File: src/rtl/clock_pkg.sv
// Shared types and constants for the digital clock's time-setting path.
// Holds the set-mode state encoding, field widths/limits and small field helpers.
package clock_pkg;

  localparam int HOUR_W = 5;
  localparam int MIN_W  = 6;

  localparam logic [HOUR_W-1:0] HOUR_MAX = 5'd23;
  localparam logic [MIN_W-1:0]  MIN_MAX  = 6'd59;

  typedef enum logic [1:0] {
    RUN      = 2'd0,
    SET_HOUR = 2'd1,
    SET_MIN  = 2'd2,
    COMMIT   = 2'd3
  } state_e;

  // A counter value that is out of range is treated as midnight / top of hour.
  function automatic logic [HOUR_W-1:0] clamp_hour(input logic [HOUR_W-1:0] h);
    return (h > HOUR_MAX) ? '0 : h;
  endfunction

  function automatic logic [MIN_W-1:0] clamp_min(input logic [MIN_W-1:0] m);
    return (m > MIN_MAX) ? '0 : m;
  endfunction

  function automatic logic [HOUR_W-1:0] inc_hour(input logic [HOUR_W-1:0] h);
    return (h >= HOUR_MAX) ? '0 : h + HOUR_W'(1);
  endfunction

  function automatic logic [MIN_W-1:0] inc_min(input logic [MIN_W-1:0] m);
    return (m >= MIN_MAX) ? '0 : m + MIN_W'(1);
  endfunction

endpackage

File: src/rtl/btn_pulse.sv
// Push-button conditioner: 2-flop synchronizer, level debouncer and a registered
// single-cycle pulse on each accepted 0->1 change.
module btn_pulse #(
  parameter int DEB_CYCLES = 4
) (
  input  logic clk,
  input  logic clear,
  input  logic btn_i,
  output logic pulse_o
);

  localparam int CNT_W = (DEB_CYCLES < 2) ? 1 : $clog2(DEB_CYCLES + 1);
  localparam logic [CNT_W-1:0] CNT_LAST = CNT_W'(DEB_CYCLES - 1);

  logic             sync1_q, sync2_q;
  logic             level_q, level_d;
  logic [CNT_W-1:0] cnt_q, cnt_d;
  logic             pulse_q, pulse_d;

  // The counter tracks how many consecutive synchronized samples disagree with
  // the accepted level; any agreeing sample restarts the count.
  always_comb begin
    // NOTE: every combinational output gets a default first so no path can infer a latch.
    level_d = level_q;
    cnt_d   = '0;
    pulse_d = 1'b0;
    if (sync2_q != level_q) begin
      if (cnt_q == CNT_LAST) begin
        level_d = sync2_q;
        pulse_d = sync2_q;
      end else begin
        cnt_d = cnt_q + CNT_W'(1);
      end
    end
  end

  // NOTE: sequential state uses non-blocking assignments so all flops update together.
  always_ff @(posedge clk or posedge clear) begin
    if (clear) begin
      sync1_q <= 1'b0;
      sync2_q <= 1'b0;
      level_q <= 1'b0;
      cnt_q   <= '0;
      pulse_q <= 1'b0;
    end else begin
      sync1_q <= btn_i;
      sync2_q <= sync1_q;
      level_q <= level_d;
      cnt_q   <= cnt_d;
      pulse_q <= pulse_d;
    end
  end

  assign pulse_o = pulse_q;

endmodule

File: src/rtl/time_set_ctrl.sv
// Front-panel time-setting controller: captures the running time, steps hour then
// minute under button control, and commits both to the counters with one load cycle.
module time_set_ctrl
  import clock_pkg::*;
#(
  parameter int DEB_CYCLES = 4,
  parameter int BLINK_DIV  = 8
) (
  input  logic              clk,
  input  logic              clear,
  input  logic              btn_mode,
  input  logic              btn_inc,
  input  logic [HOUR_W-1:0] hour_in,
  input  logic [MIN_W-1:0]  min_in,
  output logic              hour_load,
  output logic [HOUR_W-1:0] hour_data,
  output logic              min_load,
  output logic [MIN_W-1:0]  min_data,
  output logic              run_en,
  output logic              hour_en,
  output logic              min_en,
  output logic [1:0]        state
);

  localparam int BLINK_W = $clog2(2 * BLINK_DIV);
  localparam logic [BLINK_W-1:0] BLINK_LAST = BLINK_W'(2 * BLINK_DIV - 1);
  localparam logic [BLINK_W-1:0] BLINK_OFF  = BLINK_W'(BLINK_DIV);

  logic mode_p, inc_p;

  state_e             state_q, state_d;
  logic [HOUR_W-1:0]  edit_hour_q, edit_hour_d;
  logic [MIN_W-1:0]   edit_min_q, edit_min_d;
  logic [BLINK_W-1:0] blink_q, blink_d;

  btn_pulse #(.DEB_CYCLES(DEB_CYCLES)) u_mode_btn (
    .clk     (clk),
    .clear   (clear),
    .btn_i   (btn_mode),
    .pulse_o (mode_p)
  );

  btn_pulse #(.DEB_CYCLES(DEB_CYCLES)) u_inc_btn (
    .clk     (clk),
    .clear   (clear),
    .btn_i   (btn_inc),
    .pulse_o (inc_p)
  );

  // Mode is tested before increment in each set state, so a coincident
  // increment is discarded.
  always_comb begin
    state_d     = state_q;
    edit_hour_d = edit_hour_q;
    edit_min_d  = edit_min_q;
    case (state_q)
      RUN: begin
        if (mode_p) begin
          state_d     = SET_HOUR;
          edit_hour_d = clamp_hour(hour_in);
          edit_min_d  = clamp_min(min_in);
        end
      end
      SET_HOUR: begin
        if (mode_p)     state_d     = SET_MIN;
        else if (inc_p) edit_hour_d = inc_hour(edit_hour_q);
      end
      SET_MIN: begin
        if (mode_p)     state_d    = COMMIT;
        else if (inc_p) edit_min_d = inc_min(edit_min_q);
      end
      COMMIT:  state_d = RUN;
      default: state_d = RUN;
    endcase
  end

  // Blink phase restarts on every state entry so the edited field always opens lit.
  always_comb begin
    if (state_d != state_q)        blink_d = '0;
    else if (blink_q == BLINK_LAST) blink_d = '0;
    else                            blink_d = blink_q + BLINK_W'(1);
  end

  always_ff @(posedge clk or posedge clear) begin
    if (clear) begin
      state_q     <= RUN;
      edit_hour_q <= '0;
      edit_min_q  <= '0;
      blink_q     <= '0;
    end else begin
      state_q     <= state_d;
      edit_hour_q <= edit_hour_d;
      edit_min_q  <= edit_min_d;
      blink_q     <= blink_d;
    end
  end

  assign state     = state_q;
  assign hour_load = (state_q == COMMIT);
  assign min_load  = (state_q == COMMIT);
  assign hour_data = edit_hour_q;
  assign min_data  = edit_min_q;
  assign run_en    = (state_q == RUN);
  assign hour_en   = !((state_q == SET_HOUR) && (blink_q >= BLINK_OFF));
  assign min_en    = !((state_q == SET_MIN)  && (blink_q >= BLINK_OFF));

endmodule
File: config.mk
export PLATFORM = sky130hd
export DESIGN_NAME = time_set_ctrl
export DESIGN_NICKNAME = d
export VERILOG_FILES = /design/src/rtl/clock_pkg.sv /design/src/rtl/btn_pulse.sv /design/src/rtl/time_set_ctrl.sv
export SDC_FILE = /design/constraint.sdc
export NUM_CORES = 1
export LEC_CHECK = 0
export ABC_AREA = 1
export CAP_MARGIN = 20
export CORE_AREA = 2 2 66 74
export CTS_CLUSTER_SIZE = 16
export DETAILED_ROUTE_END_ITERATION = 7
export DIE_AREA = 0 0 68 76
export PLACE_DENSITY_LB_ADDON = 0.15
export SYNTH_ARGS = -nofsm -noshare
export SYNTH_HDL_FRONTEND = slang
export SYNTH_HIERARCHICAL = 1
export SYNTH_SLANG_ARGS = --single-unit
File: constraint.sdc
create_clock -name clk -period 2.4 [get_ports clk]
set_input_delay 0.48 -clock clk [delete_from_list [all_inputs] [get_ports clk]]
set_output_delay 0.48 -clock clk [all_outputs]
set_load 0.1 [all_outputs]
* Word-level counts from Yosys, hierarchy flattened
Cells that the tools add are included.
Cells by class: add/sub/neg operators 5, $lt $le $gt $ge 5, equal/unequal tests 14, mux-type cells 26, reductions and logical operators 11
Operator list (number):
- 2-to-1 mux 6 bit | 5
- 2-to-1 mux 5 bit | 5
- 2-to-1 mux 3 bit | 4
- one-hot mux 6 bit (2 select lines) | 1
- one-hot mux 5 bit (2 select lines) | 1
- 2-to-1 mux 4 bit | 2
- one-hot mux 2 bit (4 select lines) | 1
- AND reduction 4 bit | 2
- adder 3 x 1 -> 3 bit (second input constant) | 2
- adder 6 x 1 -> 6 bit (second input constant) | 1
- == test 3 x 2 -> 1 bit (second input constant) | 2
- >= comparator 6 bit (second input constant) | 1
- > comparator 6 bit (second input constant) | 1
- 2-to-1 mux 2 bit | 3
- inequality test 2 x 1 -> 1 bit (second input constant) | 3
- adder 5 x 1 -> 5 bit (second input constant) | 1
- >= comparator 5 bit (second input constant) | 1
- > comparator 5 bit (second input constant) | 1
- adder 4 x 1 -> 4 bit (second input constant) | 1
- == test 2 bit (second input constant) | 2
- == test 4 bit (second input constant) | 1
- >= comparator 4 bit (second input constant) | 1
- 2-to-1 mux 1 bit | 4
- inequality test 2 bit (second input constant) | 2
- other kinds (8) | 13
Word-level totals: flip-flop bits (word level) 31, bits of input ports 15, output and inout port bits 18, word-level logic and storage cells 75

* Depth between registers and ports, before layout
word-level depth 5, depth in mapped cells 8, gate-level depth less buffers 8

* Cells and area by module
The synthesis kept the hierarchy.
By module, submodules not included:
- time_set_ctrl | times used 1, cells an instance 163, area each 1153.6 um2, seq. area each 425.4 um2
- btn_pulse | times used 2, cells an instance 28, area each 269.0 um2, seq. area each 175.2 um2

* Least setup slack after synthesis
No wires, ideal clock.
kind register -> output, from reg state_q[0], in the netlist state[0], to out min_load, arrival 2.260 ns, required time 1.920 ns, setup slack -0.340 ns, cell stages (with the launch flop) 4, cells stage by stage dfrtp_1 -> nand2_1 -> inv_1 -> buf_4
Between the ends: longest elaborated chain between the ends 1
Ends and longest elaborated chain:
- start, declared | RTL line time_set_ctrl.sv:31 | state_e state_q, state_d;
- start signal, assigned | RTL line time_set_ctrl.sv:91 | state_q <= state_d;
- == test 2 bit
- end, declared | RTL line time_set_ctrl.sv:17 | output logic min_load,
No other way between the ends.

* Final worst setup path
from reg state_q[1], in the netlist state[1], to out hour_en
Between the ends: longest elaborated chain between the ends 3
Ends and longest elaborated chain:
- == test 2 x 1 -> 1 bit | RTL line time_set_ctrl.sv:104 | assign hour_en = !((state_q == SET_HOUR) && (blink_q >= BLINK_OFF));
- logical AND 1 bit | RTL line time_set_ctrl.sv:104
- logical NOT 1 bit | RTL line time_set_ctrl.sv:104
- end, declared | RTL line time_set_ctrl.sv:20 | output logic hour_en,
No other way between the ends.

==> metrics <==
status complete, no violations; Slew HR between 70% and 80%; minimum hold slack about 350 ps; syn_area_per_cell about 7.7 µm²; MaxCap Viol Count 0; routed wire length 3406 µm; CTS Sinks 31; # diodes 0; average routed wire per standard cell ~11 µm; maximum root-to-sink buffer count 2; syn_nets between 200 and 250; gr usage total around 15%; # IOs 33; endpoints failing setup 0; layout cells sized above 1 about a fifth; Die W roughly 68 µm; Hold Vio Cnt, Final 0; combinational power share 55.4%; worst setup margin slightly below 600 ps; later-pin clock latency in the skew report between 200 and 300 ps; post-cts sizing count 0; vias between 1000 and 1500; # DRC 0; Yosys reg bits 31; core area 0.004489 mm²; Crit path max-delay family buffers and inverters; GP Congestion roughly 0.77; GRT Residual Overflow 0; CTS Root Cell clkbuf_8; Post-CTS Hold Buffers 0; Slew Viols, Final 0; Gate Count Post-Synth 219; setup TNS 0 ps; Fillers between 400 and 500; H-tree depth 2; worst slew pin tran approximately 450 ps; TritonCTS Buffers 5; Post-Syn Area around 0.0017 mm²; Bufs and invs on worst path 3; cells along the critical path inv_2, nand2_4, inv_4, nand2_1, buf_4; Reg clk slew, reported paths ~60 ps; leakage power 1.076 nW; PortBufs 32; chip height approximately 76 µm; Starting Density 37.68%; Multi-input gate area between 700 and 800 µm²; Hold Path Class flip-flop to flip-flop; Core Rows 26; setup bufs post-CTS 0; distinct cell type count after synthesis 24; switch share a little over half; number of global-route vias before repair approximately 1400; initial antenna violation count 0; die footprint about 0.0052 mm²; number of iterations in the first detailed-routing pass 4; Clk network pwr share around 15%; area delta synth->final 26.26%; sequential area share after synthesis ~46%; Seq pwr share slightly below 30%; synth warn 6; Worst EP arrival between 1000 and 1500 ps; DRT antenna net count 0; Crit Path Max Fanout 8; CP endpoint kind output pin; slowest cell on the critical path dfrtp_2; kind of critical path flip-flop to output pin; First DRT Iteration DRCs 74; total power ~3.0 mW; largest net degree at the start of global routing 12; sw power roughly 1.7 mW; Max Clk Rate about 0.55 GHz; clock skew around 3.2 ps; CP max stage delay between 400 and 500 ps; first-pass GRT wire length between 6000 and 7000 µm; Place WS about 730 ps; Detail Placement HPWL 2632 µm; PwrDens between 1000 and 1500 mW/mm²; Worst setup SP type flip-flop; Final Critical Period 1805 ps; Worst IR Drop VDD between 500 and 600 µV; WP data required 1920 ps; RSZ-0062 raised after global routing no; P_int between 1 and 1.5 mW; Vias per Instance around 4.5; register area between 700 and 800 µm²; Nets about 280; Final period util between 70% and 80%; CTS tree built
[registers in the layout, summed over array words and instances (netlist names), 2 cells and up]
name,count
blink_q,4
state,2
u_inc_btn/cnt_q,3
hour_data,5
u_mode_btn/cnt_q,3
min_data,6
[worst register-to-register path, delay by kind of cell (launching register included)]
family	cells	cell delay [ps]
fa+ha+maj	1	280
compound gates	1	140
simple gates	4	520
flops	1	430
[synthesized netlist by cell type]
| cell | n | area, µm² |
|---|---|---|
| nand2_1 | 56 | 210.2 |
| nor2_1 | 37 | 138.9 |
| dfrtp_1 | 31 | 775.7 |
| inv_1 | 24 | 90.09 |
| nand3_1 | 17 | 85.08 |
| a21oi_1 | 10 | 50.05 |
| nand2_2 | 7 | 43.79 |
| nor2_2 | 7 | 43.79 |
| ha_1 | 6 | 75.07 |
| nand2_4 | 4 | 45.04 |
| inv_2 | 3 | 11.26 |
| nand4_1 | 3 | 18.77 |
| o21ai_0 | 3 | 15.01 |
| a21oi_2 | 1 | 8.760 |
| a31oi_1 | 1 | 6.260 |
| buf_4 | 1 | 7.510 |
| buf_6 | 1 | 11.26 |
| inv_4 | 1 | 6.260 |
| nor2_4 | 1 | 11.26 |
| nor3_1 | 1 | 5.000 |
| nor3b_1 | 1 | 7.510 |
| o21bai_1 | 1 | 7.510 |
| xnor2_1 | 1 | 8.760 |
| xor2_1 | 1 | 8.760 |
[kinds of logic after synthesis]
logic type	count (synthesis)	synth area share, %
simple gates	134	36.02
buf+inv	30	7.471
fa+ha+maj	6	4.438
xor+xnor	2	1.036
flops	31	45.86
compound gates	16	5.178
[power groups by stage]
stage / sequential (mW) / combinational [mW] / clock [mW]
6_report: 0.905 / 1.69 / 0.453
5_1_grt: 0.941 / 1.84 / 0.490
4_1_cts: 0.907 / 1.70 / 0.466
3_5_place_dp: 0.917 / 1.70 / 0
3_3_place_gp: 0.913 / 1.69 / 0
2_1_floorplan: 1.53 / 0.728 / 0
[metrics by stage]
step                instances  cell area, µm²  utilization, %
finish                    314            2136           47.58
global placement          306            2032           45.26
CTS                       314            2136           47.58
detailed placement        306            2032           45.26
floorplan                 219            1698               -
global route              314            2136           47.58
[per-layer routing]
metal / global-route usage (%) / part of all wire, %
met5: 0 / 0
met1: 19.75 / 47
met3: 5.761 / 6.9
met4: 4.800 / 1.2
met2: 22.82 / 45
[layout make-up]
type	count	share of cell area (%)
clock buffers	7	4.511
clock inverters	1	0.3515
inverters	28	5.214
multi-input cells	158	36.97
flip-flops and latches	31	36.44
well taps	56	3.281
repair buffers	33	13.24
[path summary, 6_finish.rpt]
path,startpoint,end,slack (ps),cells past startpoint
max,state[1],hour_en,590,5
min reg2reg,u_mode_btn/sync1_q,u_mode_btn/sync2_q,350,0
min,u_mode_btn/sync1_q,u_mode_btn/sync2_q,350,0
min in group asynchronous,clear,u_inc_btn/sync1_q,490,2
max in group asynchronous,clear,min_data[5],1360,3
max reg2reg,min_data[0],min_data[5],970,6
[cells in the final DEF, fill, tap and decap left out, types with 4 or more instances in the layout]
master           netlist  final
buf_4                  1     19
clkdlybuf4s50_1        0     14
inv_1                 24     23
nand2_4                4      4
a21oi_1               10     10
nand2_1               56     56
nor2_2                 7      7
ha_1                   6      6
nand3_1               17     17
nand2_2                7      7
nor2_1                37     37
clkbuf_8               0      7
dfrtp_1               31     29
(Power assumes the default switching activity.)
